==> config.mk <==
export PLATFORM = sky130hd
export DESIGN_NAME = dtc_regfile
export DESIGN_NICKNAME = d
export VERILOG_FILES = /design/src/rtl/dtc_pkg.sv /design/src/rtl/dtc_hv_bank.sv /design/src/rtl/dtc_regfile.sv
export SDC_FILE = /design/constraint.sdc
export NUM_CORES = 2
export LEC_CHECK = 0
export CAP_MARGIN = 30
export CORE_UTILIZATION = 28
export DETAILED_ROUTE_END_ITERATION = 12
export RECOVER_POWER = 100
export SETUP_SLACK_MARGIN = 0.02
export SLEW_MARGIN = 40
export SYNTH_ARGS = -nofsm -noshare
export SYNTH_HDL_FRONTEND = slang
export SYNTH_HIERARCHICAL = 1
export SYNTH_SLANG_ARGS = --single-unit
==> constraint.sdc <==
create_clock -name dtc_clk -period 4.6 [get_ports dtc_clk]
set_input_delay 0.69 -clock dtc_clk [delete_from_list [all_inputs] [get_ports dtc_clk]]
set_output_delay 0.69 -clock dtc_clk [all_outputs]
set_load 0.02 [all_outputs]
==> src/rtl/dtc_pkg.sv <==
// Shared address map and helpers for the DTC slow-control register file.
package dtc_pkg;

  localparam logic [7:0] CMD_REG_EN        = 8'h01;
  localparam logic [7:0] CMD_STATUS        = 8'h02;
  localparam logic [7:0] CMD_MAP_ADDRESS   = 8'h03;
  localparam logic [7:0] CMD_THYST         = 8'h04;
  localparam logic [7:0] CMD_TOTI          = 8'h05;
  localparam logic [7:0] CMD_CHANNEL_MASK0 = 8'h06;
  localparam logic [7:0] CMD_CHANNEL_MASK1 = 8'h07;
  localparam logic [7:0] CMD_CHANNEL_MASK2 = 8'h08;
  localparam logic [7:0] CMD_CHANNEL_MASK3 = 8'h09;
  localparam logic [7:0] CMD_ALTRO_RESET   = 8'h19;
  localparam logic [7:0] CMD_FEE_RESET     = 8'h1A;
  localparam logic [7:0] CMD_HV_UPDATE     = 8'h1E;
  localparam logic [7:0] CMD_HV_PENDING    = 8'h1F;
  localparam logic [7:0] CMD_FIRMWARE      = 8'h20;
  localparam logic [7:0] CMD_ADC_DATA_BASE = 8'h50;
  localparam logic [7:0] CMD_HV_BASE       = 8'h60;
  localparam logic [7:0] CMD_SERIAL_NUMBER = 8'h80;

  localparam logic [31:0] ERR_READ_WORD = 32'hDEAD_BEEF;

  // True when addr falls in [base, base+span) and its offset is a populated channel.
  function automatic logic in_window(input logic [7:0] addr, input logic [7:0] base,
                                     input int unsigned span, input int unsigned n);
    logic [7:0] off;
    off = addr - base;
    return (addr >= base) && (32'(off) < span) && (32'(off) < n);
  endfunction

endpackage

==> src/rtl/dtc_hv_bank.sv <==
// APD bias double buffer: shadow words collect writes, an update copies them
// all to the active bank in one cycle.
module dtc_hv_bank #(
  parameter int N_HV = 32,
  parameter int HV_W = 12
) (
  input  logic                       i_clk,
  input  logic                       i_rst,
  input  logic                       i_we,
  input  logic [4:0]                 i_wr_idx,
  input  logic [HV_W-1:0]            i_wr_data,
  input  logic                       i_update,
  input  logic [4:0]                 i_rd_idx,
  output logic [HV_W-1:0]            o_rd_data,
  output logic [N_HV-1:0][HV_W-1:0]  o_active,
  output logic                       o_pending
);

  logic [N_HV-1:0][HV_W-1:0] r_shadow;
  logic [N_HV-1:0][HV_W-1:0] r_active;
  logic                      r_pending;

  always_ff @(posedge i_clk) begin
    if (i_rst) begin
      r_shadow  <= '0;
      r_active  <= '0;
      r_pending <= 1'b0;
    end else begin
      if (i_update) begin
        r_active  <= r_shadow;
        r_pending <= 1'b0;
      end
      // A write in the update cycle misses this update and keeps pending set.
      if (i_we) begin
        for (int i = 0; i < N_HV; i++) begin
          if (i_wr_idx == 5'(i)) r_shadow[i] <= i_wr_data;
        end
        r_pending <= 1'b1;
      end
    end
  end

  always_comb begin
    o_rd_data = '0;
    for (int i = 0; i < N_HV; i++) begin
      if (i_rd_idx == 5'(i)) o_rd_data = r_shadow[i];
    end
  end

  assign o_active  = r_active;
  assign o_pending = r_pending;

endmodule

==> src/rtl/dtc_regfile.sv <==
// DTC slow-control register file: decodes read/write strobes into FEC
// configuration, HV bias double buffer, stretched resets and access errors.
module dtc_regfile
  import dtc_pkg::*;
#(
  parameter int N_HV          = 32,
  parameter int N_ADC         = 15,
  parameter int HV_W          = 12,
  parameter int ADC_W         = 10,
  parameter int PWR_W         = 11,
  parameter int RST_PULSE_LEN = 4
) (
  input  logic                        dtc_clk,
  input  logic                        rst,
  input  logic [31:0]                 address,
  input  logic [31:0]                 write_data,
  input  logic                        write,
  input  logic                        read,
  output logic [31:0]                 read_data,
  output logic                        data_vld,
  output logic                        err,
  output logic [PWR_W-1:0]            reg_pwr_en,
  input  logic [15:0]                 status,
  output logic [7:0]                  thyst,
  output logic [7:0]                  toti,
  output logic [63:0]                 channel_mask,
  output logic                        altro_rst,
  output logic                        fee_rst,
  output logic                        hv_update,
  input  logic [15:0]                 firmware,
  input  logic [N_ADC-1:0][ADC_W-1:0] adc_data,
  output logic [N_HV-1:0][HV_W-1:0]   hv_dac_data
);

  localparam int CNT_W = $clog2(RST_PULSE_LEN + 1);

  logic [PWR_W-1:0]  r_pwr_en;
  logic [4:0]        r_map_addr;
  logic [7:0]        r_thyst;
  logic [7:0]        r_toti;
  logic [3:0][15:0]  r_mask;
  logic [31:0]       r_serial;
  logic              r_lock;
  logic [CNT_W-1:0]  r_altro_cnt;
  logic [CNT_W-1:0]  r_fee_cnt;
  logic [31:0]       r_read_data;
  logic              r_data_vld;
  logic              r_err;
  logic              r_hv_update;

  logic [7:0]        w_addr;
  logic              w_hi_ok;
  logic              w_adc_hit;
  logic              w_hv_hit;
  logic              w_rd_ok;
  logic              w_wr_ok;
  logic [31:0]       w_rd_word;
  logic              w_wr_go;
  logic              w_hv_we;
  logic              w_hv_upd;
  logic [HV_W-1:0]   w_shadow_rd;
  logic              w_pending;

  assign w_addr    = address[7:0];
  assign w_hi_ok   = (address[31:8] == 24'd0);
  assign w_adc_hit = in_window(w_addr, CMD_ADC_DATA_BASE, 16, N_ADC);
  assign w_hv_hit  = in_window(w_addr, CMD_HV_BASE, 32, N_HV);

  always_comb begin
    w_rd_word = '0;
    w_rd_ok   = 1'b0;
    w_wr_ok   = 1'b0;
    case (w_addr)
      CMD_REG_EN:        begin w_rd_word = 32'(r_pwr_en);   w_rd_ok = 1'b1; w_wr_ok = 1'b1; end
      CMD_STATUS:        begin w_rd_word = 32'(status);     w_rd_ok = 1'b1; end
      CMD_MAP_ADDRESS:   begin w_rd_word = 32'(r_map_addr); w_rd_ok = 1'b1; w_wr_ok = 1'b1; end
      CMD_THYST:         begin w_rd_word = 32'(r_thyst);    w_rd_ok = 1'b1; w_wr_ok = 1'b1; end
      CMD_TOTI:          begin w_rd_word = 32'(r_toti);     w_rd_ok = 1'b1; w_wr_ok = 1'b1; end
      CMD_CHANNEL_MASK0: begin w_rd_word = 32'(r_mask[0]);  w_rd_ok = 1'b1; w_wr_ok = 1'b1; end
      CMD_CHANNEL_MASK1: begin w_rd_word = 32'(r_mask[1]);  w_rd_ok = 1'b1; w_wr_ok = 1'b1; end
      CMD_CHANNEL_MASK2: begin w_rd_word = 32'(r_mask[2]);  w_rd_ok = 1'b1; w_wr_ok = 1'b1; end
      CMD_CHANNEL_MASK3: begin w_rd_word = 32'(r_mask[3]);  w_rd_ok = 1'b1; w_wr_ok = 1'b1; end
      CMD_ALTRO_RESET,
      CMD_FEE_RESET,
      CMD_HV_UPDATE:     w_wr_ok = 1'b1;
      CMD_HV_PENDING:    begin w_rd_word = 32'(w_pending);  w_rd_ok = 1'b1; end
      CMD_FIRMWARE:      begin w_rd_word = 32'(firmware);   w_rd_ok = 1'b1; end
      CMD_SERIAL_NUMBER: begin w_rd_word = r_serial;        w_rd_ok = 1'b1; w_wr_ok = !r_lock; end
      default: begin
        if (w_adc_hit) begin
          w_rd_ok = 1'b1;
          for (int i = 0; i < N_ADC; i++) begin
            if (w_addr[3:0] == 4'(i)) w_rd_word = 32'(adc_data[i]);
          end
        end else if (w_hv_hit) begin
          w_rd_word = 32'(w_shadow_rd);
          w_rd_ok   = 1'b1;
          w_wr_ok   = 1'b1;
        end
      end
    endcase
    if (!w_hi_ok) begin
      w_rd_ok = 1'b0;
      w_wr_ok = 1'b0;
    end
  end

  assign w_wr_go  = write && w_wr_ok;
  assign w_hv_we  = w_wr_go && w_hv_hit;
  assign w_hv_upd = w_wr_go && (w_addr == CMD_HV_UPDATE);

  dtc_hv_bank #(
    .N_HV (N_HV),
    .HV_W (HV_W)
  ) u_hv_bank (
    .i_clk     (dtc_clk),
    .i_rst     (rst),
    .i_we      (w_hv_we),
    .i_wr_idx  (w_addr[4:0]),
    .i_wr_data (write_data[HV_W-1:0]),
    .i_update  (w_hv_upd),
    .i_rd_idx  (w_addr[4:0]),
    .o_rd_data (w_shadow_rd),
    .o_active  (hv_dac_data),
    .o_pending (w_pending)
  );

  always_ff @(posedge dtc_clk) begin
    if (rst) begin
      r_pwr_en    <= '0;
      r_map_addr  <= '0;
      r_thyst     <= '0;
      r_toti      <= '0;
      r_mask      <= '0;
      r_serial    <= '0;
      r_lock      <= 1'b0;
      r_altro_cnt <= '0;
      r_fee_cnt   <= '0;
      r_read_data <= '0;
      r_data_vld  <= 1'b0;
      r_err       <= 1'b0;
      r_hv_update <= 1'b0;
    end else begin
      r_data_vld  <= read;
      r_err       <= (read && !w_rd_ok) || (write && !w_wr_ok);
      r_hv_update <= w_hv_upd;
      if (r_altro_cnt != '0) r_altro_cnt <= r_altro_cnt - CNT_W'(1);
      if (r_fee_cnt != '0)   r_fee_cnt   <= r_fee_cnt - CNT_W'(1);
      // Read data comes from pre-write state, so a same-cycle write is not seen.
      if (read) r_read_data <= w_rd_ok ? w_rd_word : ERR_READ_WORD;
      if (w_wr_go) begin
        case (w_addr)
          CMD_REG_EN:        r_pwr_en    <= write_data[PWR_W-1:0];
          CMD_MAP_ADDRESS:   r_map_addr  <= write_data[4:0];
          CMD_THYST:         r_thyst     <= write_data[7:0];
          CMD_TOTI:          r_toti      <= write_data[7:0];
          CMD_CHANNEL_MASK0: r_mask[0]   <= write_data[15:0];
          CMD_CHANNEL_MASK1: r_mask[1]   <= write_data[15:0];
          CMD_CHANNEL_MASK2: r_mask[2]   <= write_data[15:0];
          CMD_CHANNEL_MASK3: r_mask[3]   <= write_data[15:0];
          CMD_ALTRO_RESET:   r_altro_cnt <= CNT_W'(RST_PULSE_LEN);
          CMD_FEE_RESET:     r_fee_cnt   <= CNT_W'(RST_PULSE_LEN);
          CMD_SERIAL_NUMBER: begin
            r_serial <= write_data;
            r_lock   <= 1'b1;
          end
          default: ;
        endcase
      end
    end
  end

  assign read_data    = r_read_data;
  assign data_vld     = r_data_vld;
  assign err          = r_err;
  assign reg_pwr_en   = r_pwr_en;
  assign thyst        = r_thyst;
  assign toti         = r_toti;
  assign channel_mask = r_mask;
  assign altro_rst    = (r_altro_cnt != '0);
  assign fee_rst      = (r_fee_cnt != '0);
  assign hv_update    = r_hv_update;

endmodule

==> key figures <==
Status
  • Outcome: finished with violations
  • Failing checks: capacitance limit, slew limit

Place
  • Final GP Congestion: 1.00
  • Post-DP Area: 52300 µm²
  • DP HPWL: 159000 µm
  • I/O Buffers: 761
  • Pre-CTS setup slack: -179 ps

Synthesis
  • Synth top area cells: dfxtp_1 46%, mux2i_1 14%, nand2_1 8.0%
  • Sequential area share after synthesis: 45.5%
  • Post-synthesis cell type count: 99
  • Commonest cells in the netlist: 939 x dfxtp_1, 879 x nand2_1, 649 x nor2_1
  • Dominant synthesized flop cell: dfxtp_1
  • Cell Area, Synth: 41300 µm²
  • Post-Syn Instances: 4870
  • Syn_area_per_cell: 8.48 µm²
  • Mapped Nets: 5126
  • Synth warnings: 6
  • Yosys top cell area share: 45.5%
  • Area leader, netlist: dfxtp_1
  • Share of flip-flops with an asynchronous set or reset: 0%
  • Post-synth EDFFs: 0
  • Most frequent cell after synthesis: dfxtp_1
  • Seq cells post-synth: 939

Die
  • Site Rows: 140
  • Die Wd: 386 µm
  • Die H: 386 µm
  • Ports: 762
  • Initial core utilization: 28.3%
  • Placeable Area: 146000 µm²
  • Die ar.: 149000 µm²

Global routing
  • Initial antenna violation count: 9
  • Largest net degree at the start of global routing: 181
  • GRT Util Overall: 27.2%
  • First-pass GRT wire length: 291000 µm
  • Remaining Overflow, GRT: 0
  • Vias in the first global route: 38400

Clocking
  • CTS Hold Buffers Added: 0
  • Clock sinks: 939
  • Worst-Skew Late Latency: 740 ps
  • Clock tree buffer depth: 3
  • CTS buffer count: 104
  • TritonCTS clock tree: yes
  • Reg clk slew, reported paths: 60 ps
  • Cts repair resizes: 0
  • Clock root buffer master: clkbuf_16
  • Setup bufs post-CTS: 0
  • Htree depth: 3

Timing
  • Post-route minimum period: 4190 ps
  • Max-slew violations: 240
  • Slew headroom: -75.5%
  • Final-report hold violation count: 0
  • Worst slew pin tran: 2630 ps
  • Endpoints failing setup: 0
  • Fin Hold WS: 459 ps
  • Final Skew: 41.4 ps
  • RSZ-0062 raised after global routing: false
  • Final setup margin: 411 ps
  • Fmax: 0.239 GHz
  • Final Cycle Share: 91.1%

Worst hold path
  • Hold depth: 3
  • Hold WC Path Type: input pin to flip-flop
  • Hold Path End: u_hv_bank/r_shadow[98]$_SDFFE_PP0P_
  • Hold path start: write_data[2]

Cells and area
  • Area Overhead vs Synth: 35.2%
  • Final #Nets: 5886
  • Post-layout util: 38.2%
  • FF/Latch Area: 18800 µm²
  • FILL cells: 14900
  • Ratio of cells with drive above 1 in the final layout: 10.4%
  • Final Instance Area: 55800 µm²
  • Multi-input logic area: 20600 µm²

Setup path
  • Setup slack, reg-to-reg: 920 ps
  • Critical path peak fanout: 59
  • Worst setup SP type: input pin
  • R2r endpoint: read_data[3]$_SDFFE_PP0P_
  • Critical Path AT: 4740 ps
  • Reg2reg path depth: 12
  • Worst path required time: 5150 ps
  • R2r startpoint: u_hv_bank/r_shadow[3]$_SDFFE_PP0P_
  • Critical path type: input pin to flip-flop
  • Setup crit end kind: flip-flop

Drt
  • Via/cell ratio: 5.39
  • Antenna-violating nets left: 0
  • Via count: 41200
  • Final routed DRC violation total: 0
  • Final Routed Wirelength: 213000 µm
  • DRT Pass-1 Iters: 9
  • WL/cell: 27.8 µm
  • Number of DRC markers in iteration 0: 4468

Power
  • Leakage: 20.7 nW
  • Maximum VDD drop: 0.299 mV
  • Power per cell area: 336 nW/µm²

Job
  • Max Cap Violations: 4
==> cells in the final DEF, fill, tap and decap left out, types with 17 or more instances in the layout <==
| master | n |
|---|---|
| nand2b_1 | 32 |
| clkbuf_1 | 36 |
| buf_12 | 29 |
| nor2b_1 | 38 |
| buf_4 | 253 |
| a22oi_1 | 44 |
| nor3_1 | 52 |
| nand3_1 | 89 |
| a21oi_1 | 495 |
| nor4_1 | 20 |
| clkbuf_16 | 106 |
| dlygate4sd3_1 | 513 |
| a221oi_1 | 19 |
| dfxtp_1 | 939 |
| nand2_1 | 880 |
| o211ai_1 | 17 |
| nor2_1 | 649 |
| clkinv_2 | 19 |
| o22ai_1 | 46 |
| clkbuf_8 | 18 |
| mux2_2 | 46 |
| inv_1 | 27 |
| mux2i_1 | 567 |
| a211oi_1 | 19 |
| clkdlybuf4s50_1 | 230 |
| o221ai_1 | 22 |
| o21ai_0 | 116 |
==> state kept, by name (all words and copies together) (netlist names) <==
signal and count:
thyst 8, r_map_addr 5, err 1, read_data 32, channel_mask 64, u_hv_bank/o_pending 1
u_hv_bank/r_shadow 384, r_fee_cnt 3, reg_pwr_en 11, r_lock 1, hv_update 1, toti 8
u_hv_bank/o_active 384, r_serial 32, r_altro_cnt 3, data_vld 1
==> critical path, cell delays in order <==
cell,delay (ps)
buf_8,210
clkbuf_2,1280
nand2_1,530
clkbuf_1,270
nor3_1,570
nor2b_1,540
buf_12,250
mux2i_1,200
nor2_1,60
==> power by group <==
group          switching, mW  total, mW  leakage [nW]  internal, mW
sequential            0.0262       8.19          7.57          8.17
combinational           1.02       1.61          11.3         0.591
clock                   3.73       8.96          1.79          5.23
==> final cells by class <==
class | instances | area share [%]
diodes | 4 | 0.0179
clock buffers | 137 | 5.28
clock inverters | 59 | 1.30
inverters | 29 | 0.195
multi-input cells | 3481 | 36.9
flip-flops and latches | 939 | 33.7
well taps | 1917 | 4.30
repair buffers | 1075 | 18.3
==> layer usage <==
| layer | share of wire [%] | GRT usage [%] |
|---|---|---|
| met5 | 0.011 | 0 |
| met4 | 5.2 | 12.9 |
| met3 | 8.9 | 5.99 |
| met2 | 48 | 46.0 |
| met1 | 38 | 32.6 |
==> stage by stage <==
| stage | instances | total power [mW] | setup TNS, ps |
|---|---|---|---|
| after global placement | 7439 | 9.95 | -3090 |
| final | 7641 | 18.8 | 0 |
| after detailed placement | 7440 | 9.96 | -2690 |
| after global routing | 7639 | 19.3 | 0 |
| after floorplan | 4870 | 9.12 | 0 |
| after CTS | 7636 | 18.9 | 0 |
==> worst max path at each step <==
stage,startpoint,end,slack (ps),depth (start not counted)
after floorplan,address[0],u_hv_bank/o_active[12]$_SDFFE_PP0P_,760,13
after CTS,address[6],u_hv_bank/r_shadow[13]$_SDFFE_PP0P_,590,16
final,address[0],channel_mask[27]$_SDFFE_PP0P_,410,9
after global routing,address[6],u_hv_bank/o_active[101]$_SDFFE_PP0P_,200,14
after detailed placement,address[6],u_hv_bank/r_shadow[13]$_SDFFE_PP0P_,-180,16
after global placement,address[6],u_hv_bank/r_shadow[23]$_SDFFE_PP0P_,-190,16
==> cells by family after synthesis <==
logic type	synth area share, %
and+or+nand+nor	19.3
AOI/OAI and AO/OA	14.5
DFF	45.5
muxes	15.8
buffers and inverters	4.60
adders and majority gates	0.182
xor gates and xnor gates	0.0848
Power figures use the tool's default switching activity.
